<file path="config.mk">
export PLATFORM = sky130hd
export DESIGN_NAME = mcdt_formatter
export DESIGN_NICKNAME = d
export VERILOG_FILES = /design/src/rtl/mcdt_formatter.sv
export SDC_FILE = /design/constraint.sdc
export NUM_CORES = 2
export LEC_CHECK = 0
export CAP_MARGIN = 20
export CORE_ASPECT_RATIO = 1.4
export CORE_UTILIZATION = 45
export CTS_CLUSTER_SIZE = 40
export DETAILED_ROUTE_END_ITERATION = 7
export DONT_BUFFER_PORTS = 1
export HOLD_SLACK_MARGIN = 0.1
export PLACE_DENSITY = 0.72
export SYNTH_ARGS = -nofsm -noshare
export SYNTH_HDL_FRONTEND = slang
export SYNTH_SLANG_ARGS = --single-unit
</file>
<file path="constraint.sdc">
create_clock -name clk_i -period 7.8 [get_ports clk_i]
set_clock_uncertainty 0.05 [all_clocks]
set_input_delay 0.78 -clock clk_i [delete_from_list [all_inputs] [get_ports clk_i]]
set_output_delay 0.78 -clock clk_i [all_outputs]
set_load 0.1 [all_outputs]
</file>
<file path="src/rtl/mcdt_formatter.sv">
// Packet formatter: buffers the distributor's interleaved stream into three
// per-channel FIFOs and emits fixed-length packets round-robin under req/grant.
module mcdt_formatter #(
  parameter int FIFO_DEPTH = 32,
  parameter int PKT_LEN    = 4
) (
  input  logic                        clk_i,
  input  logic                        rst_i,
  input  logic                        in_val_i,
  input  logic [31:0]                 in_data_i,
  input  logic [1:0]                  in_id_i,
  output logic                        fmt_req_o,
  output logic [1:0]                  fmt_chid_o,
  input  logic                        fmt_grant_i,
  output logic                        fmt_val_o,
  output logic [31:0]                 fmt_data_o,
  output logic                        fmt_start_o,
  output logic                        fmt_end_o,
  output logic [$clog2(FIFO_DEPTH):0] ch0_free_o,
  output logic [$clog2(FIFO_DEPTH):0] ch1_free_o,
  output logic [$clog2(FIFO_DEPTH):0] ch2_free_o,
  output logic [2:0]                  ovf_o,
  output logic                        bad_id_o
);

  localparam int AW  = $clog2(FIFO_DEPTH);
  localparam int CW  = AW + 1;
  localparam int WCW = $clog2(PKT_LEN + 1);

  localparam logic [CW-1:0]  DEPTH_C   = CW'(FIFO_DEPTH);
  localparam logic [CW-1:0]  PKT_C     = CW'(PKT_LEN);
  localparam logic [WCW-1:0] LAST_WORD = WCW'(PKT_LEN - 1);

  typedef enum logic [1:0] {
    ST_IDLE,
    ST_REQ,
    ST_SEND
  } state_e;

  state_e          state_q, state_d;
  logic [1:0]      chid_q, chid_d;
  logic [1:0]      lastServed_q, lastServed_d;
  logic [WCW-1:0]  wordCnt_q, wordCnt_d;
  logic [2:0]      ovf_q, ovf_d;
  logic            badId_q, badId_d;

  logic [AW-1:0]   wrPtr_q [3];
  logic [AW-1:0]   rdPtr_q [3];
  logic [CW-1:0]   count_q [3];
  logic [31:0]     mem_q   [3][FIFO_DEPTH];

  logic [2:0]      push;
  logic [2:0]      pop;
  logic [2:0]      ovfSet;
  logic [2:0]      elig;
  logic            badSet;

  logic [1:0]      rrStart;
  logic [1:0]      rrWin;
  logic            rrFound;
  logic [2:0]      rrSum;
  logic [1:0]      rrCand;

  // Pop happens on every SEND cycle of the served channel; eligibility is a
  // whole packet's worth of data.
  always_comb begin
    pop  = '0;
    elig = '0;
    for (int c = 0; c < 3; c++) begin
      pop[c]  = (state_q == ST_SEND) && (chid_q == 2'(c));
      elig[c] = (count_q[c] >= PKT_C);
    end
  end

  // A full FIFO still accepts a word when it is popped in the same cycle.
  always_comb begin
    push   = '0;
    ovfSet = '0;
    for (int c = 0; c < 3; c++) begin
      push[c]   = in_val_i && (in_id_i == 2'(c)) && ((count_q[c] < DEPTH_C) || pop[c]);
      ovfSet[c] = in_val_i && (in_id_i == 2'(c)) && !((count_q[c] < DEPTH_C) || pop[c]);
    end
    badSet  = in_val_i && (in_id_i == 2'd3);
    ovf_d   = ovf_q | ovfSet;
    badId_d = badId_q | badSet;
  end

  always_ff @(posedge clk_i) begin
    if (rst_i) begin
      for (int c = 0; c < 3; c++) begin
        wrPtr_q[c] <= '0;
        rdPtr_q[c] <= '0;
        count_q[c] <= '0;
      end
      ovf_q   <= '0;
      badId_q <= 1'b0;
    end else begin
      for (int c = 0; c < 3; c++) begin
        if (push[c]) wrPtr_q[c] <= wrPtr_q[c] + AW'(1);
        if (pop[c])  rdPtr_q[c] <= rdPtr_q[c] + AW'(1);
        if (push[c] && !pop[c]) begin
          count_q[c] <= count_q[c] + CW'(1);
        end else if (pop[c] && !push[c]) begin
          count_q[c] <= count_q[c] - CW'(1);
        end
      end
      ovf_q   <= ovf_d;
      badId_q <= badId_d;
    end
  end

  always_ff @(posedge clk_i) begin
    for (int c = 0; c < 3; c++) begin
      if (push[c]) mem_q[c][wrPtr_q[c]] <= in_data_i;
    end
  end

  // Round-robin search begins one past the last served channel, modulo 3.
  always_comb begin
    rrStart = (lastServed_q == 2'd2) ? 2'd0 : lastServed_q + 2'd1;
    rrWin   = rrStart;
    rrFound = 1'b0;
    rrSum   = '0;
    rrCand  = '0;
    for (int k = 0; k < 3; k++) begin
      rrSum  = {1'b0, rrStart} + 3'(k);
      rrCand = (rrSum >= 3'd3) ? 2'(rrSum - 3'd3) : rrSum[1:0];
      if (!rrFound && elig[rrCand]) begin
        rrWin   = rrCand;
        rrFound = 1'b1;
      end
    end
  end

  always_ff @(posedge clk_i) begin
    if (rst_i) begin
      state_q      <= ST_IDLE;
      chid_q       <= 2'd0;
      lastServed_q <= 2'd2;
      wordCnt_q    <= '0;
    end else begin
      state_q      <= state_d;
      chid_q       <= chid_d;
      lastServed_q <= lastServed_d;
      wordCnt_q    <= wordCnt_d;
    end
  end

  always_comb begin
    state_d      = state_q;
    chid_d       = chid_q;
    lastServed_d = lastServed_q;
    wordCnt_d    = wordCnt_q;
    fmt_req_o    = 1'b0;
    fmt_val_o    = 1'b0;
    fmt_start_o  = 1'b0;
    fmt_end_o    = 1'b0;
    fmt_data_o   = '0;
    case (state_q)
      ST_IDLE: begin
        if (rrFound) begin
          chid_d  = rrWin;
          state_d = ST_REQ;
        end
      end
      ST_REQ: begin
        fmt_req_o = 1'b1;
        if (fmt_grant_i) begin
          state_d      = ST_SEND;
          wordCnt_d    = '0;
          lastServed_d = chid_q;
        end
      end
      ST_SEND: begin
        fmt_val_o   = 1'b1;
        fmt_data_o  = mem_q[chid_q][rdPtr_q[chid_q]];
        fmt_start_o = (wordCnt_q == '0);
        fmt_end_o   = (wordCnt_q == LAST_WORD);
        wordCnt_d   = wordCnt_q + WCW'(1);
        if (wordCnt_q == LAST_WORD) state_d = ST_IDLE;
      end
      default: state_d = ST_IDLE;
    endcase
  end

  assign fmt_chid_o = chid_q;
  assign ch0_free_o = DEPTH_C - count_q[0];
  assign ch1_free_o = DEPTH_C - count_q[1];
  assign ch2_free_o = DEPTH_C - count_q[2];
  assign ovf_o      = ovf_q;
  assign bad_id_o   = badId_q;

endmodule
</file>
After elaboration in Yosys (flattened, before gate mapping). Memories as Yosys holds them, arrays and structs flattened. A register that Yosys moved wholly into a read port is not among the register bits. Cells that the tools add are included.

Bits in registers: 13. RAM bits: 3120. Bits of input ports: 38. Output and inout port bits: 60. Logic and storage cells: 232. Memories kept: 4.

Memories: mem_q (depth 3, width 1024, read ports 1, clocked after Yosys merged registers in 1, write ports 1, RTL line 50) `logic [31:0] mem_q [3][FIFO_DEPTH];`; count_q (depth 3, width 6, read ports 3, clocked after Yosys merged registers in 0, write ports 3, RTL line 49) `logic [CW-1:0] count_q [3];`; rdPtr_q (depth 3, width 5, read ports 4, clocked after Yosys merged registers in 1, write ports 3, RTL line 48) `logic [AW-1:0] rdPtr_q [3];`; wrPtr_q (depth 3, width 5, read ports 3, clocked after Yosys merged registers in 0, write ports 3, RTL line 47) `logic [AW-1:0] wrPtr_q [3];`.

Add/subtract/negate cells: 22. Magnitude comparators: 19. Equal/unequal tests: 12. Mux-type cells: 102. Bitwise operators: 18. Reduce and logical (&&, ||, !) cells: 49.

Operators by type and width (number): $mux W1024 (7); $reduce_or A1024 Y1 (2); $demux W32 S5 (3); $mux W32 (6); $bmux W32 S5 (1); $mux W1 (51); $mux W6 (6); $mux W2 (16); $add A5 B1 Y5 const B (6); $mux W5 (6); $ge A6 B6 Y1 const B (4); $logic_and A1 B1 Y1 (24); $not A5 Y6 (4); $add A6 B1 Y6 const B (3); $ge A6 B3 Y1 const B (3); $lt A6 B1 Y1 const B (3); $lt A6 B6 Y1 const B (3); $sub A6 B1 Y6 const B (3); $sub A6 B6 Y6 const A (3); $or A1 B1 Y1 (13); $logic_not A1 Y1 (11); $eq A2 B2 Y1 const B (5); $lt A2 B3 Y1 const B (3); $bmux W1 S2 (3); 21 further kinds (33).

Logic depth before layout (Yosys ltp).
Depth after elaboration: 16. Gate-level depth with buffers: 13. Mapped depth without buffers: 11.

Least setup slack after synthesis. Ideal clock, no wire load.

Kind: reg2out. Start point: reg state_q[0]. End point: out fmt_data_o[30]. Data arrival time: 4955 ps. Data required time: 6970 ps. Slack: 2015 ps. Cell stages (with the launch flop): 8. Buffers on the path: 3. Path through: dfxtp_1 > clkbuf_1 > nand2b_1 > buf_2 > inv_1 > clkbuf_1 > o2111ai_1 > nor4_1.

Longest elaborated chain between the ends: 2.

RTL lines: start: declaration (RTL line 40) `state_e state_q, state_d;`; start signal: assignment (RTL line 142) `state_q <= state_d;`; $eq A2 B2 Y1 (RTL line 159) `case (state_q)`; $mux W32 (RTL line 159); end: declaration (RTL line 16) `output logic [31:0] fmt_data_o,`.

No other way between the ends.

==> reports/metrics.cfg <==
[synthesis]
ys_ff_latch = 3135
synth_top_area_share_pct = 75.7
simple_gate_fraction_of_synth_area_pct = 4.59
synth-edff-count = 3120
synth_fa_ha_area_share_pct = 0.346
top_cells_by_area_synth = sky130_fd_sc_hd__edfxtp_1, sky130_fd_sc_hd__mux2i_1, sky130_fd_sc_hd__mux4_2
syn-cell-area_mm2 = 0.124
synthArstFlopShare_pct = 0
muxShareOfSynthArea_pct = 8.30
ys_dominant_reg_cell = sky130_fd_sc_hd__edfxtp_1
complex_gate_fraction_of_the_synthesized_area_pct = 8.46
warnings_from_yosys = 0
syn_inst = 7424
synth_sequential_area_ratio_pct = 76.0
library_cells_used_by_synthesis = 75
avgSynthCellArea_um2 = 16.7
synth-xor-area-share_pct = 0.290
synth.net_count = 7495
synth_top_cell_by_area = sky130_fd_sc_hd__edfxtp_1
dominant_combinational_cell_family_by_area_after_synthesis = compound AO/OA/AOI/OAI gates

[place]
gp_congestion = 0.859
port-buffer-count = 0
hpwl_after_detailed_placement_um = 183000

[detailed_routing]
routed_wl_um = 358000
antenna_left = 0
remaining_drc_errors = 0
detailroute.via_count = 71500
via_per_inst = 6.27
detailedRoute.firstPassIterationCount = 6
routedWlPerCell_um = 31.5
detailed_router_s_first_iteration_violation_count = 10200

[global_route]
via_count_of_the_first_global_routing_pass = 70600
number_of_antenna_violations_at_the_first_check_in_global_routing = 19
grt.total_usage_pct = 25.4
global_route_wire_length_before_repair_um = 506000
grt_max_degree = 189
global_route.overflow_total = 0

[clock_tree]
cts_root_buf = sky130_fd_sc_hd__clkbuf_16
maximum_buffer_depth_of_the_clock_tree = 4
clk_latency_ps = 870
postCtsResizedCells = 0
numClockSinks = 3135
clock_tree.htree_level_count = 5
cts_tree = built
clkTransAtPathRegs_ps = 70
cts_inserted_buffers = 298

[die]
die_width_um = 445
die_area_mm2 = 0.277
height_of_the_die_um = 622
core.rowCount = 227
core_area_mm2 = 0.273
io-pin-count = 98
initial_utilization_pct = 45.3

[worst_setup_path]
critPathSlowestCell = sky130_fd_sc_hd__nor3_2
cp_cell_instances = inv_8, buf_4, o311ai_0, a31oi_1, nor3_1, nor3_2, a21oi_1, a221oi_4, buf_4
worstPathRequired_ps = 6970
class_of_the_most_critical_setup_path = flop to output port
crit_path_max_fanout = 114
critPathMostFrequentCell = sky130_fd_sc_hd__buf_4
stage_delay_of_the_slowest_cell_on_the_critical_path_ps = 930
r2r_cells = 6
timing.critical_path.arrival_ps = 5710
path_delay_family = buffers and inverters
rrSetupSlack_ps = 2480
start_kind = flop
buffers_inverters_on_critical_path = 3
cp_num_cells = 9
endpoint_kind = output port

[power_and_ir_drop]
internal_power_uw = 27700
comb_power_share_pct = 12.3
power.share.switching_pct = 25.6
total_leakage_power_uw = 0.0433
clock_power_share_pct = 37.7
worst_ir_drop_vdd_uv = 175
power.switching_uw = 9540
seq_power_share_pct = 50.0
power-per-cell-area_mw_per_mm2 = 267

[final_layout]
drive_gt1_share_pct = 14.7
n_fill_cell = 21600
fin_nets = 7575
final_core_util_pct = 51.2
area_growth_pct = 13.1

[hold_path]
hold_depth = 1
worst_min_delay_path_class = primary input to flop

[sta]
setup_tns_ps = 0
worst_slew_pin_slew_ps = 1220
achievable-frequency_ghz = 0.153
slew_headroom_pct = 18.8
drv_slew = 0
setup_repair_after_global_routing_missed_its_margin = false
final-hold-violation-count = 0
timing.final.crit_share_pct = 83.9
final_report_setup_violation_count = 0
period_minus_slack_ps = 6540

[run_status]
outcome = finished, final reports clean

[run]
cap_viol_max_count = 0

metrics by stage:
step	hold slack [ps]	std cells	worst slack [ps]	power [uW]	cell area, um^2
floorplan	394	7424	2010	21600	124000
global placement	397	10800	2280	23100	129000
detailed placement	425	10800	2160	23100	129000
CTS	105	11400	1230	37300	140000
global route	157	11400	1110	38100	140000
finish	168	11400	1260	37300	140000
cells in the final DEF, fill, tap and decap left out, types with 18 or more instances in the layout:
| cell | synthesis | final |
|---|---|---|
| sky130_fd_sc_hd__mux2_2 | 122 | 122 |
| sky130_fd_sc_hd__inv_1 | 23 | 23 |
| sky130_fd_sc_hd__a221oi_1 | 36 | 36 |
| sky130_fd_sc_hd__a211oi_1 | 192 | 192 |
| sky130_fd_sc_hd__buf_12 | 0 | 29 |
| sky130_fd_sc_hd__o2111ai_1 | 34 | 34 |
| sky130_fd_sc_hd__nor2b_1 | 128 | 126 |
| sky130_fd_sc_hd__o22ai_1 | 126 | 126 |
| sky130_fd_sc_hd__clkbuf_16 | 0 | 310 |
| sky130_fd_sc_hd__nor2_4 | 0 | 98 |
| sky130_fd_sc_hd__edfxtp_1 | 3120 | 3120 |
| sky130_fd_sc_hd__clkinv_2 | 0 | 46 |
| sky130_fd_sc_hd__or3_1 | 37 | 37 |
| sky130_fd_sc_hd__a22oi_1 | 87 | 87 |
| sky130_fd_sc_hd__a21oi_1 | 475 | 475 |
| sky130_fd_sc_hd__mux2i_1 | 605 | 604 |
| sky130_fd_sc_hd__ha_1 | 31 | 31 |
| sky130_fd_sc_hd__a211o_1 | 29 | 29 |
| sky130_fd_sc_hd__o21ai_0 | 160 | 159 |
| sky130_fd_sc_hd__nor3_2 | 0 | 19 |
| sky130_fd_sc_hd__o211ai_1 | 76 | 76 |
| sky130_fd_sc_hd__nand3_1 | 22 | 22 |
| sky130_fd_sc_hd__bufinv_16 | 0 | 18 |
| sky130_fd_sc_hd__buf_4 | 43 | 212 |
| sky130_fd_sc_hd__a221oi_4 | 0 | 29 |
| sky130_fd_sc_hd__buf_16 | 0 | 35 |
| sky130_fd_sc_hd__nor4_1 | 62 | 60 |
| sky130_fd_sc_hd__clkbuf_1 | 256 | 64 |
| sky130_fd_sc_hd__clkinv_1 | 1 | 55 |
| sky130_fd_sc_hd__nor2_1 | 341 | 240 |
| sky130_fd_sc_hd__o311ai_0 | 30 | 30 |
| sky130_fd_sc_hd__a31oi_1 | 128 | 128 |
| sky130_fd_sc_hd__nand2_1 | 451 | 445 |
| sky130_fd_sc_hd__o221ai_1 | 121 | 121 |
| sky130_fd_sc_hd__mux4_2 | 125 | 125 |
| sky130_fd_sc_hd__nor3_1 | 169 | 150 |
layout make-up:
cell class                      instances  area [um^2]  share of cell area, %
Clock buffer                          374         8000                   5.72
Inverter                               25          101                 0.0725
Tap cell                             3664         4580                   3.28
Sequential cell                      3135        94000                   67.2
Clock inverter                        148         1260                  0.900
Multi-Input combinational cell       3750        28600                   20.4
Timing Repair Buffer                  294         3310                   2.37
Antenna cell                            2         5.00                0.00358
synthesized netlist by cell type, types with 22 or more instances:
cell	instances
sky130_fd_sc_hd__a21oi_1	475
sky130_fd_sc_hd__o2111ai_1	34
sky130_fd_sc_hd__o311ai_0	30
sky130_fd_sc_hd__mux4_2	125
sky130_fd_sc_hd__a211o_1	29
sky130_fd_sc_hd__buf_4	43
sky130_fd_sc_hd__nor2_1	341
sky130_fd_sc_hd__nand2_1	451
sky130_fd_sc_hd__edfxtp_1	3120
sky130_fd_sc_hd__buf_2	161
sky130_fd_sc_hd__o211ai_1	76
sky130_fd_sc_hd__o21ai_0	160
sky130_fd_sc_hd__nor2b_1	128
sky130_fd_sc_hd__inv_1	23
sky130_fd_sc_hd__or3_1	37
sky130_fd_sc_hd__a221oi_1	36
sky130_fd_sc_hd__mux2i_1	605
sky130_fd_sc_hd__o22ai_1	126
sky130_fd_sc_hd__ha_1	31
sky130_fd_sc_hd__nor3_1	169
sky130_fd_sc_hd__a221oi_2	29
sky130_fd_sc_hd__clkbuf_1	256
sky130_fd_sc_hd__o221ai_1	121
sky130_fd_sc_hd__a211oi_1	192
sky130_fd_sc_hd__a31oi_1	128
sky130_fd_sc_hd__a22oi_1	87
sky130_fd_sc_hd__buf_1	37
sky130_fd_sc_hd__nor4_1	62
sky130_fd_sc_hd__mux2_2	122
sky130_fd_sc_hd__nand3_1	22
power groups by stage:
stage          sequential (uW)  combinational, uW  clock (uW)
2_1_floorplan            19000               2610           0
3_3_place_gp             19000               4060           0
3_5_place_dp             19000               4100           0
4_1_cts                  18600               4500       14100
5_1_grt                  18600               4750       14800
6_report                 18700               4580       14100
registers in the layout, summed over array words and instances, names as in the netlist, named ones only:
name and count:
mem_q 3072, count_q 18, rdPtr_q 15, wrPtr_q 15, ovf_o 3, wordCnt_q 3, fmt_chid_o 2, lastServed_q 2
state_q 2, bad_id_o 1
worst paths after layout:
path,from,to
max,flop,fmt_data_o[20]
min,in_data_i[16],mem_q[1][176]
max reg2reg,state_q[1],mem_q[0][199]
min reg2reg,lastServed_q[0],lastServed_q[0]
worst register-to-register path, delay by kind of cell, from the launching register on:
kind / cells / cell delay, ps
simple gates: 4 / 3090
compound gates: 1 / 840
flops: 1 / 490
buf+inv: 1 / 490
routing by layer:
layer | up-vias | part of all wire [%] | GRT usage, %
met5 | - | 0.023 | 0
met4 | 14 | 7.1 | 15.6
met3 | 976 | 12 | 6.19
met2 | 4587 | 47 | 40.4
met1 | 36200 | 34 | 31.3
li1 | 29700 | - | -
kinds of logic after synthesis:
logic type,after synthesis
flops,3135
fa+ha+maj,33
buf+inv,539
mux,853
compound gates,1568
xor+xnor,41
simple gates,1255
what timing repair did:
item / CTS / global route
hold buffers: 59 / 0
hold endpoints to repair: 2738 / 0
buffers inserted: 0 / 0
Note: power is estimated with default switching activity, not from simulation.
